## src/rtl/systolic_feeder_if.sv

```systemverilog
// Load/stream bus between a matrix producer, the systolic feeder and the array's row inputs.
interface systolic_feeder_if #(
  parameter int unsigned DIM     = 8,
  parameter int unsigned BITS_AB = 8
) ();
  localparam int unsigned ROW_W = (DIM > 1) ? $clog2(DIM) : 1;
  localparam int unsigned BUS_W = DIM * BITS_AB;

  logic             wr_en;
  logic [ROW_W-1:0] wr_row;
  logic [BUS_W-1:0] wr_data;
  logic             start;
  logic             en;
  logic             busy;
  logic             valid_out;
  logic             done;
  logic [BUS_W-1:0] A_out;

  modport master (
    output wr_en, wr_row, wr_data, start, en,
    input  busy, valid_out, done, A_out
  );

  modport slave (
    input  wr_en, wr_row, wr_data, start, en,
    output busy, valid_out, done, A_out
  );
endinterface

```

## src/rtl/systolic_feeder.sv

```systemverilog
// Holds a DIM x DIM operand matrix and streams it diagonally skewed into the rows
// of a systolic array: lane i carries row i delayed by i beats.
module systolic_feeder #(
  parameter int unsigned DIM     = 8,
  parameter int unsigned BITS_AB = 8
) (
  input  logic             clk,
  input  logic             rst_n,
  systolic_feeder_if.slave bus
);

  localparam int unsigned ROW_W  = (DIM > 1) ? $clog2(DIM) : 1;
  localparam int unsigned BUS_W  = DIM * BITS_AB;
  localparam int unsigned LAST_T = 2 * DIM - 2;
  localparam int unsigned T_W    = $clog2(2 * DIM);

  typedef enum logic [1:0] {
    ST_IDLE   = 2'd0,
    ST_STREAM = 2'd1,
    ST_DONE   = 2'd2
  } state_t;

  state_t             r_state;
  logic [T_W-1:0]     r_t;
  logic               r_last;
  logic [BITS_AB-1:0] r_mem [DIM][DIM];
  logic [BUS_W-1:0]   r_a_out;
  logic               r_valid;
  logic               r_done;

  state_t             w_state_nxt;
  logic [T_W-1:0]     w_t_nxt;
  logic               w_last_nxt;
  logic [BUS_W-1:0]   w_a_nxt;
  logic               w_valid_nxt;
  logic               w_done_nxt;
  logic [BUS_W-1:0]   w_beat;
  logic               w_wr_ok;

  // Writes land only while idle so a running stream always sees a stable matrix.
  assign w_wr_ok = bus.wr_en && (r_state == ST_IDLE) && (int'(bus.wr_row) < int'(DIM));

  always_ff @(posedge clk or negedge rst_n) begin
    if (!rst_n) begin
      for (int i = 0; i < int'(DIM); i++) begin
        for (int j = 0; j < int'(DIM); j++) begin
          r_mem[ROW_W'(i)][ROW_W'(j)] <= '0;
        end
      end
    end else if (w_wr_ok) begin
      for (int j = 0; j < int'(DIM); j++) begin
        r_mem[bus.wr_row][ROW_W'(j)] <= bus.wr_data[j*BITS_AB +: BITS_AB];
      end
    end
  end

  // Beat t: lane i shows M[i][t-i] inside the diagonal band, zero outside it.
  always_comb begin
    w_beat = '0;
    for (int i = 0; i < int'(DIM); i++) begin
      int d;
      d = int'(r_t) - i;
      if (d >= 0 && d < int'(DIM)) begin
        w_beat[i*BITS_AB +: BITS_AB] = r_mem[ROW_W'(i)][ROW_W'(d)];
      end
    end
  end

  always_ff @(posedge clk or negedge rst_n) begin
    if (!rst_n) begin
      r_state <= ST_IDLE;
      r_t     <= '0;
      r_last  <= 1'b0;
      r_a_out <= '0;
      r_valid <= 1'b0;
      r_done  <= 1'b0;
    end else begin
      r_state <= w_state_nxt;
      r_t     <= w_t_nxt;
      r_last  <= w_last_nxt;
      r_a_out <= w_a_nxt;
      r_valid <= w_valid_nxt;
      r_done  <= w_done_nxt;
    end
  end

  // r_last marks that the final beat is on A_out; the next en=1 edge retires it into DONE.
  always_comb begin
    w_state_nxt = r_state;
    w_t_nxt     = r_t;
    w_last_nxt  = r_last;
    w_a_nxt     = r_a_out;
    w_valid_nxt = r_valid;
    w_done_nxt  = 1'b0;

    case (r_state)
      ST_IDLE: begin
        w_a_nxt     = '0;
        w_valid_nxt = 1'b0;
        if (bus.start) begin
          w_state_nxt = ST_STREAM;
          w_t_nxt     = '0;
          w_last_nxt  = 1'b0;
        end
      end

      ST_STREAM: begin
        if (bus.en) begin
          if (r_last) begin
            w_state_nxt = ST_DONE;
            w_a_nxt     = '0;
            w_valid_nxt = 1'b0;
            w_done_nxt  = 1'b1;
          end else begin
            w_a_nxt     = w_beat;
            w_valid_nxt = 1'b1;
            if (r_t == T_W'(LAST_T)) begin
              w_last_nxt = 1'b1;
            end else begin
              w_t_nxt = r_t + T_W'(1);
            end
          end
        end
      end

      ST_DONE: begin
        w_state_nxt = ST_IDLE;
        w_t_nxt     = '0;
        w_last_nxt  = 1'b0;
        w_a_nxt     = '0;
        w_valid_nxt = 1'b0;
      end

      default: begin
        w_state_nxt = ST_IDLE;
        w_t_nxt     = '0;
        w_last_nxt  = 1'b0;
        w_a_nxt     = '0;
        w_valid_nxt = 1'b0;
      end
    endcase
  end

  assign bus.busy      = (r_state == ST_STREAM);
  assign bus.valid_out = r_valid;
  assign bus.done      = r_done;
  assign bus.A_out     = r_a_out;

endmodule

```

## src/flat_wrapper.sv

```systemverilog
// flat-port wrapper written by rule: the top's interface ports become plain ports
module systolic_feeder_flat 
#(
  parameter int unsigned DIM     = 8,
  parameter int unsigned BITS_AB = 8
)
  (clk, rst_n, bus_wr_en, bus_wr_row, bus_wr_data, bus_start, bus_en, bus_busy, bus_valid_out, bus_done, bus_A_out);
  systolic_feeder_if #(.DIM(DIM), .BITS_AB(BITS_AB)) bus_i ();
  input  logic clk;
  input  logic rst_n;
  input wire logic [$bits(bus_i.wr_en)-1:0] bus_wr_en;
  input wire logic [$bits(bus_i.wr_row)-1:0] bus_wr_row;
  input wire logic [$bits(bus_i.wr_data)-1:0] bus_wr_data;
  input wire logic [$bits(bus_i.start)-1:0] bus_start;
  input wire logic [$bits(bus_i.en)-1:0] bus_en;
  output wire logic [$bits(bus_i.busy)-1:0] bus_busy;
  output wire logic [$bits(bus_i.valid_out)-1:0] bus_valid_out;
  output wire logic [$bits(bus_i.done)-1:0] bus_done;
  output wire logic [$bits(bus_i.A_out)-1:0] bus_A_out;
  assign bus_i.wr_en = bus_wr_en;
  assign bus_i.wr_row = bus_wr_row;
  assign bus_i.wr_data = bus_wr_data;
  assign bus_i.start = bus_start;
  assign bus_i.en = bus_en;
  assign bus_busy = bus_i.busy;
  assign bus_valid_out = bus_i.valid_out;
  assign bus_done = bus_i.done;
  assign bus_A_out = bus_i.A_out;
  systolic_feeder #(.DIM(DIM), .BITS_AB(BITS_AB)) u_core (.clk(clk), .rst_n(rst_n), .bus(bus_i));
endmodule
```

## config.mk

```make
export PLATFORM = sky130hd
export DESIGN_NAME = systolic_feeder_flat
export DESIGN_NICKNAME = d
export VERILOG_FILES = /design/src/rtl/systolic_feeder_if.sv /design/src/rtl/systolic_feeder.sv /design/src/flat_wrapper.sv
export SDC_FILE = /design/constraint.sdc
export NUM_CORES = 1
export LEC_CHECK = 0
export CAP_MARGIN = 10
export CORE_ASPECT_RATIO = 1.25
export CORE_MARGIN = 5
export CORE_UTILIZATION = 55
export CTS_CLUSTER_SIZE = 28
export DETAILED_ROUTE_END_ITERATION = 7
export PLACE_DENSITY = 0.86
export SLEW_MARGIN = 25
export SYNTH_ARGS = -nofsm -noshare
export SYNTH_HDL_FRONTEND = slang
export SYNTH_SLANG_ARGS = --single-unit
```

## constraint.sdc

```tcl
create_clock -name clk -period 5.82 [get_ports clk]
set_input_delay 1.164 -clock clk [delete_from_list [all_inputs] [get_ports clk]]
set_output_delay 1.164 -clock clk [all_outputs]
set_load 0.03 [all_outputs]
```

==> parameters.txt <==
Parameter                              Value

Floorplanning
  Area enclosed by the die boundary ... 16270 um2
  Floorplan die height ... 141.4 um
  Number of placement rows ... 48
  I/O pin count ... 139
  Die Width ... 115.1 um
  Initial Utilization ... 0.5546
  Floorplan core area ... 13690 um2

Detailed routing
  Post-route met1 wirelength ... 6.342 mm
  Amount of wire on met2 after detailed routing ... 8.890 mm
  # DRC ... 0
  Routed wire per std cell ... 20.97 um
  Via/cell ratio ... 5.737
  Number of DRC markers in iteration 0 ... 201
  Top Layer Used ... met4
  Met3 wire length ... 887 um
  Vias after detailed routing ... 4475
  Drt first pass iters ... 4
  Total length of routed wires ... 16.36 mm
  Final ANT Viol Nets ... 0

Global route
  Remaining Overflow, GRT ... 0
  All-Layer GR Usage ... 0.2115
  Number of global-route vias before repair ... 4908
  First-pass GRT wire length ... 26.15 mm
  Maximum number of pins on one net before global-route repair ... 127
  Initial antenna violation count ... 0

Clock tree
  Max H-tree Level ... 4
  Count of instances resized after the clock tree is built ... 0
  CTS tree ... yes
  Post-CTS Setup Inserts ... 0
  Number of hold buffers added after cts ... 0
  Clk sink count ... 169
  Latest clock arrival within the worst-skew pair ... 0.42 ns
  Clock Pin Slew Worst Setup and Hold Paths ... 0.06 ns
  Number of buffers added by the clock tree synthesis step ... 17
  Clock root buffer ... clkbuf_16
  Max clock buf depth ... 2

Placement
  Pre-CTS setup slack ... 2.115 ns
  Cells after DPL ... 750
  Number of buffers added on ports ... 74
  Total half-perimeter wirelength after legalization and detailed placement ... 10.52 mm
  Final weighted congestion in routability-driven placement ... 0.7926
  Placed inst area ... 8354 um2

Synth
  Cell count after synthesis ... 522
  Cell taking the most area after synthesis ... dfrtp_1
  Async set or reset register ratio after synthesis ... 1.000
  Proportion of synthesized chip area in sequential cells ... 0.5568
  Synthesized flop and latch total ... 169
  Post-Syn Area ... 7595 um2
  Commonest register cell after synthesis ... dfrtp_1
  Post-synthesis cell type count ... 39
  Dominant cells by area after synthesis ... dfrtp_1 56%, mux2_2 19%, mux4_2 9.5%
  Count of yosys warnings during synthesis ... 0
  Mean post-synth cell area ... 14.55 um2
  Share of Yosys cell area claimed by the top area cell type ... 0.5568
  Number of enable flip-flop cells after synthesis ... 0

Critical path
  Worst R2R Start ... u_core.r_t[0]$_DFFE_PN0P_
  Top delay family on crit path ... buffers and inverters
  Peak per-stage delay on the critical path ... 0.78 ns
  CP Capture Type ... output pin
  Length in cells of the worst reg-to-reg path ... 5
  Setup slack, reg-to-reg ... 2.83 ns
  Arrival time at the worst endpoint ... 2.21 ns
  Sum of buffers and inverters on the critical path ... 1
  Category of the most critical setup path ... flip-flop to output pin
  Worst flop-to-flop path endpoint ... u_core.bus.A_out[26]$_DFFE_PN0P_
  Data required time of the critical path ... 4.66 ns
  Number of gates on the worst path with buffers counted ... 2
  Crit path max-delay cell type ... clkdlybuf4s50_1
  Endpoint of the worst setup timing path ... bus_busy
  Type of element launching the critical path ... flip-flop
  Highest fanout seen on the critical path ... 9
  Crit path cell chain ... nor2b_1, clkdlybuf4s50_1
  Launching element of the worst setup path ... u_core.r_state[0]$_DFFE_PN0P_

Final layout
  Area taken by multi-input logic gates ... 3012 um2
  Area of all placed cells without fillers ... 8899 um2
  Growth of design area from synthesis to finish ... 17.17%
  ANT cells ... 0
  Share of final-layout standard cells stronger than drive strength 1 ... 0.3339
  Finished Layout Cells ... 780
  Filler instances ... 970
  Number of nets in the finished design ... 673
  FF/Latch Area ... 4232 um2

STA
  Unrepaired setup endpoints after global routing ... no
  Final count of hold timing violations ... 0
  Max Clk Rate ... 296.5 MHz
  Actual slew at the worst max-slew pin ... 1.084 ns
  Worst Slack Setup Final ... 2.447 ns
  Setup skew after layout ... 0.006896 ns
  Pins over their slew limit ... 0
  Aggregate negative setup slack ... 0 ns
  Final-report setup violation count ... 0
  Relative slew margins ... 0.2743
  Final critical-path share of the clock period ... 0.5795
  Final critical-path required period ... 3.373 ns

Flow run
  Reported max-cap violation count ... 0

Status
  Status ... finished, final reports clean

Power and ir drop
  Power per Cell Area ... 497.8 nW/um2
  Highest ir drop seen on vdd ... 281.5 uV
  Leakage power ... 3.981 nW

Hold path
  Class of the worst hold path ... flip-flop to flip-flop
[tightest hold or removal path, cell delays in order (launching register included)]
cell	delay, ns
dfrtp_1	0.34
nand2_1	0.04
o21ai_0	0.06
[state kept, by name, summed over array words and instances (netlist names)]
register	count
u_core.r_t	4
u_core.r_last	1
u_core.bus.valid_out	1
u_core.r_mem	128
u_core.bus.done	1
u_core.r_state	2
u_core.bus.A_out	32
[power breakdown]
group / internal [mW] / switching (mW)
clock: 0.620 / 0.431
sequential: 1.62 / 0.283
combinational: 0.806 / 0.666
total: 3.05 / 1.38
[through the flow]
stage	utilization	hold WS (ns)	power (mW)
after floorplan	-	0.4738	2.940
after global placement	0.6100	0.4624	3.274
after detailed placement	0.6101	0.4703	3.374
after CTS	0.6496	0.4840	4.452
after global routing	0.6499	0.5080	4.656
final	0.6499	0.4761	4.429
[how the worst min path moves through the flow]
stage                                           startpoint  depth (start not counted)                               end
after detailed placement  u_core.bus.A_out[17]$_DFFE_PN0P_                          2  u_core.bus.A_out[17]$_DFFE_PN0P_
after floorplan              u_core.r_mem[377]$_DFFE_PN0P_                          1     u_core.r_mem[377]$_DFFE_PN0P_
final                     u_core.bus.A_out[17]$_DFFE_PN0P_                          2  u_core.bus.A_out[17]$_DFFE_PN0P_
after CTS                 u_core.bus.A_out[17]$_DFFE_PN0P_                          2  u_core.bus.A_out[17]$_DFFE_PN0P_
after global routing      u_core.bus.valid_out$_DFFE_PN0P_                          1  u_core.bus.valid_out$_DFFE_PN0P_
after global placement    u_core.bus.A_out[13]$_DFFE_PN0P_                          2  u_core.bus.A_out[13]$_DFFE_PN0P_
[final cells by class]
cell class | instances | area share
clock inverter | 11 | 0.01209
clock buffer | 19 | 0.04865
multi-input combinational | 299 | 0.3384
inverter | 26 | 0.01097
timing repair buffer | 81 | 0.08971
sequential | 169 | 0.4755
tap | 175 | 0.02461
[layer usage]
metal	track usage	vias to the layer above
met4	0.06860	0
met5	0	-
li1	-	1959
met1	0.2597	2357
met2	0.3723	137
met3	0.04309	22
[synthesized netlist by cell type (6+ instances only)]
cell	number
inv_1	26
ha_1	7
o21ai_0	21
dfrtp_1	169
mux2_2	128
buf_4	36
nand2_1	25
a32o_1	11
mux4_2	32
nor2b_1	6
clkbuf_1	7
buf_2	15
[cells by family (layout without fill, tap and decap cells)]
kind of cell / after synthesis / count (layout) / synth area share
simple gates: 51 / 51 / 0.03822
flops: 169 / 169 / 0.5568
fa+ha+maj: 7 / 7 / 0.01153
other cells: 1 / 32 / 0.0004938
buf+inv: 85 / 137 / 0.06227
mux: 160 / 160 / 0.2847
xor+xnor: 4 / 4 / 0.004614
compound gates: 45 / 45 / 0.04135
[layout by cell type (no fill, tap or decap), types with 8 or more instances in the layout]
master	n
dfrtp_1	167
clkbuf_16	17
mux4_2	32
a32o_1	11
o21ai_0	21
clkinv_2	8
inv_1	26
clkdlybuf4s50_1	73
mux2_2	128
conb_1	32
nand2_1	25
(Power assumes the default switching activity.)
